[src/rtl/muldiv_pkg.sv]
// Shared types for the iterative M-extension multiply/divide unit.
// The decoder uses FUNCT7_MULDIV to route instructions here.
package muldiv_pkg;

  localparam logic [6:0] FUNCT7_MULDIV = 7'b0000001;

  typedef enum logic [2:0] {
    MUL    = 3'b000,
    MULH   = 3'b001,
    MULHSU = 3'b010,
    MULHU  = 3'b011,
    DIV    = 3'b100,
    DIVU   = 3'b101,
    REM    = 3'b110,
    REMU   = 3'b111
  } muldiv_op_e;

  typedef enum logic [1:0] {
    IDLE = 2'd0,
    CALC = 2'd1,
    FIX  = 2'd2,
    DONE = 2'd3
  } muldiv_state_e;

endpackage

[src/rtl/muldiv_if.sv]
// Execute-stage request/response bundle for muldiv_unit.
interface muldiv_if #(
  parameter int XLEN = 32
) ();
  // start is taken only while the unit is idle or finishing (busy=0) and flush=0;
  // it is ignored while busy=1. done pulses for one cycle when Result is new,
  // and Result holds until the next done. flush aborts and beats start.
  logic            start;
  logic            flush;
  logic [2:0]      Funct3;
  logic [XLEN-1:0] SrcA;
  logic [XLEN-1:0] SrcB;
  logic            busy;
  logic            done;
  logic [XLEN-1:0] Result;

  modport master (
    output start, flush, Funct3, SrcA, SrcB,
    input  busy, done, Result
  );

  modport slave (
    input  start, flush, Funct3, SrcA, SrcB,
    output busy, done, Result
  );
endinterface

[src/rtl/muldiv_unit.sv]
// Iterative RV32M/RV64M multiply/divide: shift-add multiply and restoring divide
// over XLEN steps through one shared adder/subtractor, then a sign-fix cycle.
module muldiv_unit
  import muldiv_pkg::*;
#(
  parameter int XLEN = 32
) (
  input  logic          clk,
  input  logic          reset,
  muldiv_if.slave       bus,
  output muldiv_state_e state_dbg
);

  localparam int              CW   = $clog2(XLEN);
  localparam logic [CW-1:0]   LAST = CW'(XLEN - 1);
  localparam logic [XLEN-1:0] MINV = {1'b1, {(XLEN-1){1'b0}}};

  muldiv_state_e     state_q, state_d;
  muldiv_op_e        op_q, op_in;
  logic [CW-1:0]     cnt_q;
  logic [XLEN-1:0]   addend_q;
  logic [2*XLEN-1:0] prod_q;
  logic              neg_q_q, neg_r_q;
  logic              busy_q, done_q;
  logic [XLEN-1:0]   result_q;

  logic              accept, is_div_in, is_div;
  logic              sa, sb, div0, ovf, special;
  logic [XLEN-1:0]   mag_a, mag_b, special_val;
  logic [XLEN:0]     add_a;
  logic [XLEN+1:0]   add_res;
  logic [2*XLEN-1:0] prod_step, prod_fix;
  logic [XLEN-1:0]   quot_fix, rem_fix, fix_val;

  // Request decode: signs, magnitudes and the cases that skip iteration.
  always_comb begin
    op_in     = muldiv_op_e'(bus.Funct3);
    accept    = (state_q == IDLE || state_q == DONE) && bus.start && !bus.flush;
    is_div_in = op_in inside {DIV, DIVU, REM, REMU};
    sa        = (op_in inside {MULH, MULHSU, DIV, REM}) && bus.SrcA[XLEN-1];
    sb        = (op_in inside {MULH, DIV, REM}) && bus.SrcB[XLEN-1];
    mag_a     = sa ? -bus.SrcA : bus.SrcA;
    mag_b     = sb ? -bus.SrcB : bus.SrcB;
    div0      = is_div_in && (bus.SrcB == '0);
    ovf       = (op_in inside {DIV, REM}) && (bus.SrcA == MINV) && (bus.SrcB == '1);
    special   = div0 || ovf;
    if (div0) special_val = bus.Funct3[1] ? bus.SrcA : '1;
    else      special_val = bus.Funct3[1] ? '0 : bus.SrcA;
  end

  // Shared adder: adds the multiplicand to the high half, or trial-subtracts
  // the divisor from the left-shifted partial remainder (XLEN+1 bits wide).
  always_comb begin
    is_div = op_q inside {DIV, DIVU, REM, REMU};
    add_a  = is_div ? prod_q[2*XLEN-1:XLEN-1] : {1'b0, prod_q[2*XLEN-1:XLEN]};
    if (is_div) add_res = {1'b0, add_a} - {2'b00, addend_q};
    else        add_res = {1'b0, add_a} + {2'b00, addend_q};

    if (is_div) begin
      if (add_res[XLEN+1]) prod_step = {prod_q[2*XLEN-2:0], 1'b0};
      else                 prod_step = {add_res[XLEN-1:0], prod_q[XLEN-2:0], 1'b1};
    end else begin
      if (prod_q[0]) prod_step = {add_res[XLEN:0], prod_q[XLEN-1:1]};
      else           prod_step = {1'b0, prod_q[2*XLEN-1:1]};
    end
  end

  always_comb begin
    prod_fix = neg_q_q ? -prod_q : prod_q;
    quot_fix = neg_q_q ? -prod_q[XLEN-1:0] : prod_q[XLEN-1:0];
    rem_fix  = neg_r_q ? -prod_q[2*XLEN-1:XLEN] : prod_q[2*XLEN-1:XLEN];
    case (op_q)
      MUL:                  fix_val = prod_fix[XLEN-1:0];
      MULH, MULHSU, MULHU:  fix_val = prod_fix[2*XLEN-1:XLEN];
      DIV, DIVU:            fix_val = quot_fix;
      default:              fix_val = rem_fix;
    endcase
  end

  always_comb begin
    state_d = state_q;
    case (state_q)
      IDLE, DONE: begin
        if (accept)               state_d = special ? DONE : CALC;
        else if (state_q == DONE) state_d = IDLE;
      end
      CALC:    if (cnt_q == LAST) state_d = FIX;
      FIX:     state_d = DONE;
      default: state_d = IDLE;
    endcase
    if (bus.flush) state_d = IDLE;
  end

  always_ff @(posedge clk) begin
    if (reset) begin
      state_q  <= IDLE;
      op_q     <= MUL;
      cnt_q    <= '0;
      addend_q <= '0;
      prod_q   <= '0;
      neg_q_q  <= 1'b0;
      neg_r_q  <= 1'b0;
      busy_q   <= 1'b0;
      done_q   <= 1'b0;
      result_q <= '0;
    end else begin
      state_q <= state_d;
      busy_q  <= (state_d == CALC) || (state_d == FIX);
      done_q  <= (state_d == DONE);
      if (accept) begin
        op_q     <= op_in;
        cnt_q    <= '0;
        addend_q <= is_div_in ? mag_b : mag_a;
        prod_q   <= {{XLEN{1'b0}}, (is_div_in ? mag_a : mag_b)};
        neg_q_q  <= sa ^ sb;
        neg_r_q  <= sa;
        if (special) result_q <= special_val;
      end else if (state_q == CALC) begin
        prod_q <= prod_step;
        if (cnt_q != LAST) cnt_q <= cnt_q + CW'(1);
      end
      if (state_q == FIX && !bus.flush) result_q <= fix_val;
    end
  end

  assign bus.busy   = busy_q;
  assign bus.done   = done_q;
  assign bus.Result = result_q;
  assign state_dbg  = state_q;

endmodule

[src/flat_wrapper.sv]
// flat-port wrapper written by rule: the top's interface ports become plain ports
module muldiv_unit_flat import muldiv_pkg::*;
#(
  parameter int XLEN = 32
)
  (clk, reset, state_dbg, bus_start, bus_flush, bus_Funct3, bus_SrcA, bus_SrcB, bus_busy, bus_done, bus_Result);
  muldiv_if #(.XLEN(XLEN)) bus_i ();
  input  logic clk;
  input  logic reset;
  output muldiv_state_e state_dbg;
  input wire logic [$bits(bus_i.start)-1:0] bus_start;
  input wire logic [$bits(bus_i.flush)-1:0] bus_flush;
  input wire logic [$bits(bus_i.Funct3)-1:0] bus_Funct3;
  input wire logic [$bits(bus_i.SrcA)-1:0] bus_SrcA;
  input wire logic [$bits(bus_i.SrcB)-1:0] bus_SrcB;
  output wire logic [$bits(bus_i.busy)-1:0] bus_busy;
  output wire logic [$bits(bus_i.done)-1:0] bus_done;
  output wire logic [$bits(bus_i.Result)-1:0] bus_Result;
  assign bus_i.start = bus_start;
  assign bus_i.flush = bus_flush;
  assign bus_i.Funct3 = bus_Funct3;
  assign bus_i.SrcA = bus_SrcA;
  assign bus_i.SrcB = bus_SrcB;
  assign bus_busy = bus_i.busy;
  assign bus_done = bus_i.done;
  assign bus_Result = bus_i.Result;
  muldiv_unit #(.XLEN(XLEN)) u_core (.clk(clk), .reset(reset), .bus(bus_i), .state_dbg(state_dbg));
endmodule
[config.mk]
export PLATFORM = sky130hd
export DESIGN_NAME = muldiv_unit_flat
export DESIGN_NICKNAME = d
export VERILOG_FILES = /design/src/rtl/muldiv_pkg.sv /design/src/rtl/muldiv_if.sv /design/src/rtl/muldiv_unit.sv /design/src/flat_wrapper.sv
export SDC_FILE = /design/constraint.sdc
export NUM_CORES = 1
export LEC_CHECK = 0
export BUFFER_PORTS_ARGS = -buffer_cell sky130_fd_sc_hd__buf_2
export CORE_MARGIN = 5
export CORE_UTILIZATION = 55
export CTS_CLUSTER_SIZE = 16
export DETAILED_ROUTE_END_ITERATION = 16
export PLACE_DENSITY = 0.83
export SYNTH_ARGS = -nofsm -noshare
export SYNTH_HDL_FRONTEND = slang
export SYNTH_SLANG_ARGS = --single-unit
[constraint.sdc]
create_clock -name clk -period 6.7 [get_ports clk]
set_input_delay 0.67 -clock clk [delete_from_list [all_inputs] [get_ports clk]]
set_output_delay 0.67 -clock clk [all_outputs]
set_load 0.01 [all_outputs]
### After elaboration in Yosys (flattened, before gate mapping)

Cells that the tools add are included.
W data, S select, Z words.

| storage, ports and cells | value |
|---|---|
| register bits after elaboration | 142 |
| output and inout bits | 36 |
| memories kept | 0 |
| memory bits (read-only) | 0 |
| word-level logic and storage cells | 99 |
| bits of input ports | 71 |
| bits in latches | 0 |
| memory bits (writable) | 0 |

| operators by class | value |
|---|---|
| reductions and logical operators | 29 |
| order comparisons | 0 |
| equal/unequal tests | 23 |
| shift-type cells | 0 |
| mux-type cells | 27 |
| div/mod/pow operators | 0 |
| add/subtract/negate cells | 8 |
| $mul | 0 |
| bitwise logic cells | 1 |

Operators by type and width:

| cell | count |
|---|---|
| $mux W32 | 14 |
| $mux W64 | 4 |
| $neg A32 Y32 | 4 |
| $pmux W32 S3 | 1 |
| $eq A32 B32 Y1 const B | 2 |
| $neg A64 Y64 | 1 |
| $add A33 B32 Y34 | 1 |
| $mux W34 | 1 |
| $sub A33 B32 Y34 | 1 |
| $mux W33 | 1 |
| $logic_not A32 Y1 | 1 |
| $eq A3 B3 Y1 const B | 8 |
| $reduce_bool A4 Y1 | 3 |
| $mux W2 | 5 |
| $eq A3 B2 Y1 const B | 3 |
| $eq A2 B2 Y1 const B | 4 |
| $logic_and A1 B1 Y1 | 8 |
| $reduce_bool A2 Y1 | 4 |
| $eq A3 B1 Y1 const B | 2 |
| $pmux W2 S3 | 1 |
| $reduce_or A2 Y1 | 3 |
| $add A5 B1 Y5 const B | 1 |
| $eq A5 B5 Y1 const B | 1 |
| $ne A5 B5 Y1 const B | 1 |
| other kinds (9) | 13 |

### Longest topological paths before layout

| depth | value |
|---|---|
| depth in word-level cells | 11 |
| depth in mapped cells | 20 |
| gate-level depth less buffers | 19 |

### Worst setup path before layout

No wires, ideal clock.

| timing | value |
|---|---|
| path kind | flip-flop to flip-flop |
| start | register u_core.addend_q[5] |
| end | register u_core.prod_q[63] |
| stages on the path, launching flop included | 19 |
| library setup time | 0.127 ns |
| period minus slack after synthesis | 4.977 ns |
| required time | 6.573 ns |
| buffers on the path | 2 |
| arrival time | 4.851 ns |
| path slack | 1.723 ns |
| path through | dfxtp_1 or4_1 or2_2 nor4_1 nor3b_1 a21oi_1 xnor2_1 ha_1 clkbuf_1 a21oi_1 o211ai_1 o211ai_1 a21oi_1 a2111oi_4 nor2_8 buf_6 o2111ai_1 a31oi_1 or3_1 |

| on the way | value |
|---|---|
| word-level cells in the longest chain between the ends | 4 |
| elaborated cells between the ends (all ways) | 6 |
| those cells by class | 2 x add/sub; 4 x mux |

RTL lines:

| item | RTL line | source |
|---|---|---|
| start, declared | muldiv_unit.sv:21 | `logic [XLEN-1:0] addend_q;` |
| start signal, assigned | muldiv_unit.sv:113 | `addend_q <= is_div_in ? mag_b : mag_a;` |
| $add A33 B32 Y34 / $sub A33 B32 Y34 (equally long branches) | muldiv_unit.sv:57, muldiv_unit.sv:56 |  |
| $mux W34 * | muldiv_unit.sv:56 | `if (is_div) add_res = {1'b0, add_a} - {2'b00, addend_q};` |
| $mux W64 (on tied branches) | muldiv_unit.sv:63, muldiv_unit.sv:60 |  |
| $mux W64 * | muldiv_unit.sv:59 | `if (is_div) begin` |
| end signal, assigned | muldiv_unit.sv:114 | `prod_q <= {{XLEN{1'b0}}, (is_div_in ? mag_a : mag_b)};` |
| end signal, assigned | muldiv_unit.sv:119 | `prod_q <= prod_step;` |
| end, declared | muldiv_unit.sv:22 | `logic [2*XLEN-1:0] prod_q;` |

Every way passes the cells marked *; elsewhere a longest branch is shown, timed or not.
A chain may end at the register's enable or synchronous reset.

### Worst setup path after layout

Ends and elaborated chain as after synthesis.

==> results by group <==
Final layout
  – Layout cells sized above 1: 12.67%
  – Area delta synth->final: 7.228%
  – Filler instances: 2439
  – Final core area utilization: 59.63%
  – Final Non-Filler Cells: 2393
  – Nets: 2155
  – Ant diodes: 0

Die
  – Die Area: 30490 sq um
  – Die Width: 174.6 microns
  – Number of I/O pins: 107
  – Starting density of the core: 55.61%
  – # rows: 60
  – Core Area: 26800 sq um
  – Die Span Y: 174.6 microns

Synthesis
  – Syn nets: 2188
  – Post-Synth Adder-Cell Area: 5.037%
  – Synth Instances: 2072
  – Synthesized area per cell: 7.193 sq um
  – Prevailing post-synth register cell: dfxtp_1
  – Largest family of logic cells by synthesized area: compound AO/OA/AOI/OAI gates
  – Share of async-settable or async-resettable flops after synthesis: 0%
  – Sequential element share of the synthesized area: 19.07%
  – Mux share of post-synthesis cell area: 7.858%
  – Synthesized cell area: 14900 sq um
  – Synthesis-stage register bit count: 142
  – Post-synth EDFFs: 0
  – Synth unique cells: 91
  – Compound-cell area share of the yosys netlist: 28.77%
  – Yosys warnings: 0
  – Synth Area in Simple Gates: 22.06%
  – Synth Area in XOR/XNOR: 10.99%

STA
  – Final hold vios: 0
  – Final period util: 87.20%
  – Final setup viols: 0
  – WHS: 0.4847 ns
  – FMAX: 171.2 MHz
  – Clock skew: 0.01533 ns
  – Actual slew at the worst max-slew pin: 1.085 ns
  – Post-layout min period: 5.843 ns
  – Setup TNS: 0 ns
  – RSZ-0062 raised after global routing: false
  – Max transition margin: 27.41%
  – Max Slew Vio Count: 0

Place
  – Number of cells after detailed placement: 2361
  – DP HPWL: 40050 microns
  – IO Port Bufs: 106
  – Placer Congestion: 1.055

Clock network
  – Clock Latency Late Sink: 0.45 ns
  – Post-CTS Hold Buffers: 0
  – Clock root buffer: clkbuf_16
  – CTS tree: done
  – Clk pin slew, worst setup/hold paths: 0.07 ns
  – Clock buffer depth: 2
  – CTS Buf Count: 17
  – Clk sink count: 142
  – Post-CTS Repair Setup Buffers: 0
  – H-tree Lvls: 4
  – Post-CTS Resized: 0

GRT
  – Vias in the first global route: 14600
  – Met2 GRT Util: 52.23%
  – M3 GR Usage: 6.902%
  – GR Util met1: 45.64%
  – Most Used Layer, Global Route: met2
  – Global-route wire length before repair: 83160 microns
  – Largest net degree at the start of global routing: 94
  – GRT Util Overall: 33.69%
  – Grt total ovfl: 0
  – Initial antenna violation count: 0

Routing
  – DRT Pass-1 Iters: 9
  – Drt initial violations: 2806
  – Drt wl/cell: 22.63 microns
  – Via density: 6.912
  – DR vias: 16540
  – Antenna Violating Nets Remaining: 0
  – # DRC: 0
  – Final wirelength: 54160 microns

Power
  – Pleak: 5.932 nW
  – IR drop worst, VDD: 0.1972 mV
  – Power consumption: 3.154 mW
  – Power Density: 197.4 nW/um^2

Worst setup path
  – Crit path arrival time: 6.17 ns
  – Worst stage delay on the critical path: 0.69 ns
  – Slowest CP cell: nor3b_1
  – WS Path Type: flop to flop
  – Largest fanout on the critical path: 37
  – Worst Setup SP: u_core.addend_q[5]$_SDFFE_PP0P_
  – Critical path endpoint category: flop
  – Worst Setup Start Kind: flop
  – Critical path cell sequence: or4_1 > or2_2 > nor4_1 > buf_4 > nor3b_1 > a21oi_1 > xnor2_1 > ha_1 > a21oi_1 > o211ai_1 > o211ai_1 > a21oi_1 > a2111oi_4 > nor2_8 > or4b_1 > a31oi_1 > or3_1
  – Crit path top cell by count: a21oi_1
  – Worst Path Required: 7.02 ns
  – Critical register-to-register path startpoint: u_core.addend_q[5]$_SDFFE_PP0P_

Outcome
  – Status: complete, no violations

Job
  – Max-cap violation count: 0

Worst hold path
  – HP Class: flop to flop
  – Worst hold start: u_core.bus.Result[23]$_SDFFE_PP0P_
## cells by family (layout without fill, tap and decap cells)
kind of cell,after synthesis,in the layout
muxes,113,113
AOI/OAI and AO/OA,662,662
buffers and inverters,234,214
adders and majority gates,63,63
DFF,142,142
and+or+nand+nor,671,671
xor gates and xnor gates,187,187
## per-stage QoR
step	cell area, sq um	setup WS (ns)
floorplan	14900	1.723
global placement	15360	1.208
detailed placement	15360	1.063
CTS	15980	1.026
global route	15980	0.6241
finish	15980	0.8575
## placed cells by master, fill, tap and decap left out, types with 43 or more instances in the layout
cell	n
nand2_1	229
a21oi_1	193
nor2_1	169
dfxtp_1	140
o21ai_0	125
xnor2_1	117
buf_2	106
mux2i_1	81
a211oi_1	70
xor2_1	70
nor3_1	55
o211ai_1	52
inv_1	47
ha_1	43
## routing by layer
layer,part of all wire (%),wire length (microns)
met5,0,0
met3,12,6466
met2,43,23290
met1,39,21280
met4,5.8,3123
## cell type report
type | instances | area (sq um) | share of cell area [%]
Multi-Input combinational cell | 1696 | 11160 | 69.84
Tap cell | 341 | 426.7 | 2.670
Clock inverter | 15 | 198.9 | 1.245
Timing Repair Buffer | 134 | 740.7 | 4.635
Clock buffer | 17 | 425.4 | 2.662
Inverter | 48 | 180.2 | 1.127
Sequential cell | 142 | 2848 | 17.82
## Yosys cell counts (all sizes together) (13+ instances only)
cell / number / area, sq um
nand2: 230 / 865.8
a21oi: 197 / 997.2
nor2: 173 / 673.2
clkbuf: 150 / 563.0
dfxtp: 142 / 2843
o21ai: 140 / 700.7
xnor2: 117 / 1025
mux2i: 81 / 810.8
a211oi: 71 / 538.0
xor2: 70 / 613.1
nor3: 59 / 321.6
o211ai: 52 / 390.4
inv: 47 / 176.4
ha: 44 / 550.5
buf: 36 / 182.7
mux2: 32 / 360.4
nor4: 27 / 196.4
o31ai: 26 / 200.2
or4: 24 / 191.4
nand3: 23 / 120.1
nand4: 23 / 143.9
o22ai: 23 / 143.9
a31oi: 21 / 131.4
or3: 19 / 128.9
maj3: 18 / 180.2
nor2b: 18 / 112.6
a21o: 15 / 112.6
or2: 14 / 87.58
a221oi: 13 / 126.4
nand2b: 13 / 81.33
## report_power, final
part | switching [mW] | internal, mW
Clock | 0.485 | 0.509
Sequential | 0.0880 | 0.881
Combinational | 0.768 | 0.423
Total | 1.34 | 1.81
## worst paths after layout
path,endpoint,slack (ns),cells past startpoint
max,u_core.prod_q[63]$_SDFFE_PP0P_,0.86,17
min,u_core.bus.Result[23]$_SDFFE_PP0P_,0.48,2
max reg2reg,u_core.prod_q[63]$_SDFFE_PP0P_,0.86,17
min reg2reg,u_core.bus.Result[23]$_SDFFE_PP0P_,0.48,2
## critical path, delay by kind of cell (launching register included)
family                     cells  cell delay, ns
xor gates and xnor gates       1            0.17
AOI/OAI and AO/OA              7            1.80
adders and majority gates      1            0.41
DFF                            1            0.38
and+or+nand+nor                7            2.76
buffers and inverters          1            0.18
## state kept, by name (all words and copies together), names as in the netlist
name,count
u_core.prod_q,64
u_core.neg_q_q,1
u_core.bus.busy,1
u_core.op_q,3
u_core.bus.Result,32
u_core.bus.done,1
u_core.addend_q,32
u_core.cnt_q,5
u_core.state_dbg,2
u_core.neg_r_q,1
No activity file was read; power rests on OpenSTA's default activity.
